**config.mk**
```make
export PLATFORM = sky130hd
export DESIGN_NAME = lighting_sequencer
export DESIGN_NICKNAME = d
export VERILOG_FILES = /design/src/rtl/lighting_sequencer.sv
export SDC_FILE = /design/constraint.sdc
export NUM_CORES = 1
export LEC_CHECK = 0
export CAP_MARGIN = 20
export CORE_MARGIN = 5
export CORE_UTILIZATION = 35
export CTS_BUF_LIST = sky130_fd_sc_hd__clkbuf_16
export CTS_CLUSTER_DIAMETER = 150
export DETAILED_ROUTE_END_ITERATION = 8
export PLACE_DENSITY = 0.55
export SLEW_MARGIN = 20
export SYNTH_ARGS = -nofsm -noshare
export SYNTH_HDL_FRONTEND = slang
export SYNTH_SLANG_ARGS = --single-unit
```
**constraint.sdc**
```tcl
create_clock -name clk -period 4.7 [get_ports clk]
set_input_delay 1.175 -clock clk [delete_from_list [all_inputs] [get_ports clk]]
set_output_delay 1.175 -clock clk [all_outputs]
set_load 0.05 [all_outputs]
```
**src/rtl/lighting_sequencer.sv**
```systemverilog
// Clocked lighting sequencer: computes lamp/shade targets from registered room inputs and
// ramps the lamp bank and window shade toward them one step at a time, with vacancy shut-off.
//   state   | meaning
//   IDLE    | lightnum equals target, step timer parked at 0
//   RAMP_UP | lightnum steps up by one every STEP_CYCLES
//   RAMP_DN | lightnum steps down by one every STEP_CYCLES
module lighting_sequencer #(
  parameter int NUM_LAMPS         = 16,
  parameter int STEP_CYCLES       = 4,
  parameter int SHADE_STEP_CYCLES = 8,
  parameter int HOLD_CYCLES       = 64,
  localparam int CNT_W            = $clog2(NUM_LAMPS + 1)
) (
  input  logic                 clk,
  input  logic                 rst_n,
  input  logic [3:0]           tcode,
  input  logic [3:0]           ulight,
  input  logic [3:0]           room_len,
  input  logic                 occ,
  output logic [CNT_W-1:0]     lightnum,
  output logic [NUM_LAMPS-1:0] lightstate,
  output logic [3:0]           wshade,
  output logic                 busy,
  output logic                 vacant
);

  localparam int STW = $clog2(STEP_CYCLES + 1);
  localparam int SSW = $clog2(SHADE_STEP_CYCLES + 1);
  localparam int VW  = $clog2(HOLD_CYCLES + 1);
  localparam logic [STW-1:0] STEP_LAST  = STW'(STEP_CYCLES - 1);
  localparam logic [SSW-1:0] SHADE_LAST = SSW'(SHADE_STEP_CYCLES - 1);
  localparam logic [VW-1:0]  HOLD_MAX   = VW'(HOLD_CYCLES);

  typedef enum logic [1:0] {IDLE, RAMP_UP, RAMP_DN} state_t;

  state_t             state;
  logic [3:0]         r_tcode, r_ulight, r_room_len;
  logic               r_occ;
  logic [CNT_W-1:0]   tgt_lamps;
  logic [3:0]         tgt_shade;
  logic [STW-1:0]     step_tmr;
  logic [SSW-1:0]     shade_tmr;
  logic               shade_act;
  logic [VW-1:0]      vac_cnt;

  logic [3:0]         base;
  logic [4:0]         demand;
  logic               is_day;
  logic [CNT_W-1:0]   lamps_calc;
  logic [3:0]         shade_calc;
  logic               lamp_wrap, shade_wrap;
  logic [CNT_W-1:0]   ln_nx;
  logic [3:0]         sh_nx;
  logic [VW-1:0]      vac_cnt_nx;

  function automatic logic [NUM_LAMPS-1:0] therm(input logic [CNT_W-1:0] n);
    therm = '0;
    for (int i = 0; i < NUM_LAMPS; i++) therm[i] = (i < int'(n));
  endfunction

  always_comb begin
    base   = 4'(({4'b0, r_room_len} * {4'b0, r_room_len}) >> 4);
    demand = 5'(({4'b0, base} * {4'b0, r_ulight}) >> 3);
    is_day = (r_tcode >= 4'd6) && (r_tcode <= 4'd11);
    if (is_day) demand = demand >> 1;
    if ({1'b0, demand} > 6'(NUM_LAMPS)) lamps_calc = CNT_W'(NUM_LAMPS);
    else                                 lamps_calc = CNT_W'(demand);
    if (vacant) lamps_calc = '0;
    shade_calc = is_day ? 4'd15 - r_ulight : 4'd15;
  end

  // Step strobes shared by the sequential blocks so lightstate and busy track same-edge values.
  always_comb begin
    lamp_wrap  = (state != IDLE) && (step_tmr == STEP_LAST);
    shade_wrap = shade_act && (shade_tmr == SHADE_LAST);
    ln_nx = lightnum;
    if (lamp_wrap && (tgt_lamps > lightnum)) ln_nx = lightnum + CNT_W'(1);
    else if (lamp_wrap && (tgt_lamps < lightnum)) ln_nx = lightnum - CNT_W'(1);
    sh_nx = wshade;
    if (shade_wrap && (tgt_shade > wshade)) sh_nx = wshade + 4'd1;
    else if (shade_wrap && (tgt_shade < wshade)) sh_nx = wshade - 4'd1;
    if (r_occ) vac_cnt_nx = '0;
    else if (vac_cnt == HOLD_MAX) vac_cnt_nx = vac_cnt;
    else vac_cnt_nx = vac_cnt + VW'(1);
  end

  always_ff @(posedge clk or negedge rst_n) begin
    if (!rst_n) begin
      r_tcode    <= '0;
      r_ulight   <= '0;
      r_room_len <= '0;
      r_occ      <= 1'b0;
      tgt_lamps  <= '0;
      tgt_shade  <= '0;
      vac_cnt    <= '0;
      vacant     <= 1'b0;
      busy       <= 1'b0;
    end else begin
      r_tcode    <= tcode;
      r_ulight   <= ulight;
      r_room_len <= room_len;
      r_occ      <= occ;
      tgt_lamps  <= lamps_calc;
      tgt_shade  <= shade_calc;
      vac_cnt    <= vac_cnt_nx;
      vacant     <= (vac_cnt_nx == HOLD_MAX);
      busy       <= (ln_nx != lamps_calc) || (sh_nx != shade_calc);
    end
  end

  always_ff @(posedge clk or negedge rst_n) begin
    if (!rst_n) begin
      state      <= IDLE;
      step_tmr   <= '0;
      lightnum   <= '0;
      lightstate <= '0;
    end else begin
      lightnum   <= ln_nx;
      lightstate <= therm(ln_nx);
      case (state)
        IDLE: begin
          step_tmr <= '0;
          if (tgt_lamps > lightnum) state <= RAMP_UP;
          else if (tgt_lamps < lightnum) state <= RAMP_DN;
        end
        default: begin
          if (tgt_lamps == lightnum) begin
            state    <= IDLE;
            step_tmr <= '0;
          end else if (lamp_wrap) begin
            step_tmr <= '0;
            if (ln_nx == tgt_lamps) state <= IDLE;
            else state <= (tgt_lamps > lightnum) ? RAMP_UP : RAMP_DN;
          end else begin
            // Direction follows the live target; the timer keeps running across a flip.
            step_tmr <= step_tmr + STW'(1);
            state    <= (tgt_lamps > lightnum) ? RAMP_UP : RAMP_DN;
          end
        end
      endcase
    end
  end

  always_ff @(posedge clk or negedge rst_n) begin
    if (!rst_n) begin
      shade_act <= 1'b0;
      shade_tmr <= '0;
      wshade    <= 4'd15;
    end else begin
      wshade <= sh_nx;
      if (!shade_act) begin
        shade_tmr <= '0;
        if (tgt_shade != wshade) shade_act <= 1'b1;
      end else if (tgt_shade == wshade) begin
        shade_act <= 1'b0;
        shade_tmr <= '0;
      end else if (shade_wrap) begin
        shade_tmr <= '0;
        shade_act <= (sh_nx != tgt_shade);
      end else begin
        shade_tmr <= shade_tmr + SSW'(1);
      end
    end
  end

endmodule
```
==> summary.md, run 1 <==
| Metric | Value |
|---|---|
| Number of buffers added on ports | `40` |
| RSZ-0062 raised after global routing | `yes` |
| Gr usage total | `0.1278` |
| Pleak | `2.155 nW` |
| Period minus WS final | `between 4000 and 5000 ps` |
| Hold Crit Class | `flip-flop to flip-flop` |
| R2r worst-path depth | `21` |
| Site Rows | `37` |
| F_max | `between 0.2 and 0.25 GHz` |
| Ports | `42` |
| Via Count | `approximately 2800` |
| Drt first pass iters | `4` |
| DP Cell Count | `roughly 540` |
| Core area | `between 0.01 and 0.015 mm^2` |
| Synth area leaders | `dfrtp_1 40%, ha_1 10%, xnor2_1 4.5%` |
| Num CTS Buffers | `9` |
| Tightest Pin Transition | `850.5 ps` |
| Clock Latency Late Sink | `approximately 330 ps` |
| N_diodes | `0` |
| Largest net degree at the start of global routing | `39` |
| Reg-to-Reg End | `busy` |
| Total Die Area | `~0.013 mm^2` |
| Period utilisation layout | `0.9927` |
| Routed vias/inst | `between 4 and 5` |
| WS Path Type | `flip-flop to flip-flop` |
| Clock slew at reported path FFs | `around 60 ps` |
| Vias in the first global route | `2840` |
| Max-slew headroom | `0.4330` |
| First-pass GRT wire length | `13.19 mm` |
| Worst hold margin | `about 450 ps` |
| Post-synth EDFFs | `0` |
| Pins over their slew limit | `0` |
| Detailed Route WL | `between 7 and 8 mm` |
| Most frequent cell after synthesis | `dfrtp_1` |
| Final cell count without fillers | `between 500 and 600` |
| Hpwl dp | `~5.7 mm` |
| Final Setup Violations | `0` |
| Setup slack after layout | `34.19 ps` |
| Cell variety after synth | `67` |
| Fill count | `about 950` |
| H-Tree Level Count | `3` |
| Final net count | `470` |
| Multi-input logic area | `0.002152 mm^2` |
| Hold_buf cts | `0` |
| Clock root buffer | `clkbuf_16` |
| CTS sink count | `64` |
| Leading area contributor after synthesis | `dfrtp_1` |
| Status | `finished, final reports clean` |
| Worst Clk Skew | `approximately 6.7 ps` |
| Yosys warning total | `0` |
| Crit path required time | `4900 ps` |
| Worst setup SP type | `flip-flop` |
| Layout cells sized above 1 | `0.2254` |
| Async set-or-reset flop fraction in the synthesized netlist | `1.000` |
| Post-synthesis sequential area ratio | `0.4332` |
| Register area | `between 0.0015 and 0.002 mm^2` |
| Max rail drop VDD | `between 300 and 400 uV` |
| Residual DRC | `0` |
| Mapped Nets | `approximately 400` |
| Initial antenna violation count | `0` |
| Die width | `around 110 um` |
| FF-to-FF setup slack | `~34 ps` |
| Worst Setup End Kind | `flip-flop` |
| Main synth FF type | `dfrtp_1` |
| Synth top area share | `0.4049` |
| Post-Syn Instances | `350` |
| Hold Vio Cnt, Final | `0` |
| Wire per inst | `13.92 um` |
| CTS tree | `built` |
| Die H | `roughly 110 um` |
| Hold Path Origin | `step_tmr[0]` |
| Hold depth | `1` |
| Hold EP | `step_tmr[0]` |
| Commonest cells post-synth | `60 x dfrtp_1, 30 x ha_1, 23 x inv_1` |
| Layout overhead on the synthesized area | `33.33%` |
| Syn_area_per_cell | `between 10 and 15 um^2` |
| Crit path max fanout | `3` |
| Place WS | `-126.5 ps` |
| GR Overflow Total | `0` |
| Max Cap Viol | `0` |
| Cell Pwr Density | `629.6 mW/mm^2` |
| DRT antenna net count | `0` |
| Synthesis-stage register bit count | `64` |
| Starting DRT DRC Count | `92` |
| R2R Path Start | `r_room_len[2]` |
| Routability-driven placement congestion ratio | `a little under 0.8` |
| Initial Utilization | `0.3592` |
| Longest Clk Path Bufs | `2` |
| Mapped Area | `between 0.003 and 0.004 mm^2` |
| CP arrival | `4860 ps` |
## per-layer routing
metal  up-vias  global-route usage  wire length (um)  share of wire
met5         -                   0                 0              0
met4         0             0.04808                98          0.013
met3         6             0.03797               247          0.032
met2        41              0.2125              4004           0.51
met1      1370              0.1567              3473           0.44
li1       1385                   -                 -              -
## how the worst max path moves through the flow
stage                        from    to  cells after the start
finish              r_room_len[2]  busy                     21
global placement    r_room_len[2]  busy                     22
floorplan           r_room_len[2]  busy                     21
global route        r_room_len[2]  busy                     21
detailed placement  r_room_len[2]  busy                     23
CTS                 r_room_len[2]  busy                     21
## logic make-up after synthesis
logic type | count (synthesis) | share of synthesized area
simple gates | 125 | 0.1896
fa+ha+maj | 34 | 0.1228
flops | 64 | 0.4332
compound gates | 55 | 0.1113
buf+inv | 32 | 0.03475
xor+xnor | 37 | 0.09987
mux | 3 | 0.008435
## per-stage QoR
stage                 util  power (mW)  instance area (um^2)  TNS, ps
floorplan                -       1.933                  3709        0
CTS                 0.4613       3.119                  4762        0
detailed placement  0.4223       2.374                  4359   -126.5
global placement    0.4223       2.348                  4359   -74.43
finish              0.4790       3.113                  4945        0
global route        0.4790       3.315                  4945   -218.3
## critical path, cell delays in order (launching register included)
cell	delay (ps)
dfrtp_1	400
nor2b_4	140
and2_4	140
ha_4	240
a31oi_4	190
nor2b_4	60
nor2_4	100
nor2b_2	50
nor2_2	110
xnor2_2	140
nand2_1	100
fa_1	520
inv_2	40
fa_1	490
ha_1	310
nand4_1	110
o31a_1	290
or3_4	400
a31o_1	250
xor2_1	150
o221a_1	190
nand4_1	90
## cell type report
| class | instances | share of cell area |
|---|---|---|
| clock inverter | 7 | 0.01923 |
| timing repair buffer | 67 | 0.1217 |
| clock buffer | 9 | 0.04555 |
| multi-input combinational | 254 | 0.4352 |
| tap | 136 | 0.03441 |
| inverter | 25 | 0.01898 |
| sequential | 64 | 0.3249 |
## sequential cells by signal, summed over array words and instances, names as in the netlist, 5 cells and up
name,count
lightnum,5
lightstate,15
tgt_lamps,5
vac_cnt,7
## cell usage in the layout, fill, tap and decap left out, drive strengths merged, types with 3 or more instances in the layout
cell	synthesis	layout
dfrtp	60	60
clkdlybuf4s50	0	39
ha	30	30
buf	5	28
inv	25	26
nand2	23	23
xnor2	21	21
nor2	19	19
o21ai	17	17
nand3	15	15
nor3	14	14
xor2	14	14
and2	12	12
a21oi	10	10
clkbuf	2	9
and3	9	9
nor2b	8	8
nor4	5	5
nand4	4	4
dfstp	4	4
nor3b	4	4
fa	4	4
clkinvlp	0	3
a31oi	3	3
## power breakdown
part / total [mW] / switching, mW / internal (mW)
clock: 0.714 / 0.251 / 0.464
combinational: 1.57 / 0.973 / 0.602
sequential: 0.824 / 0.105 / 0.719
total: 3.11 / 1.33 / 1.78
## what timing repair did
| item | CTS | global route |
|---|---|---|
| setup endpoints to repair | 1 | 2 |
| resized for setup | 7 | 29 |
| pin swaps | 12 | 24 |
| buffers inserted | 6 | 5 |
(Power assumes the default switching activity.)
==> inputs of run 2 (changes only) <==
Settings changed: HOLD_SLACK_MARGIN set to 0.15.
==> results of run 2 <==
Same layout as run 1: the final DEF is identical, and so are final timing and power.
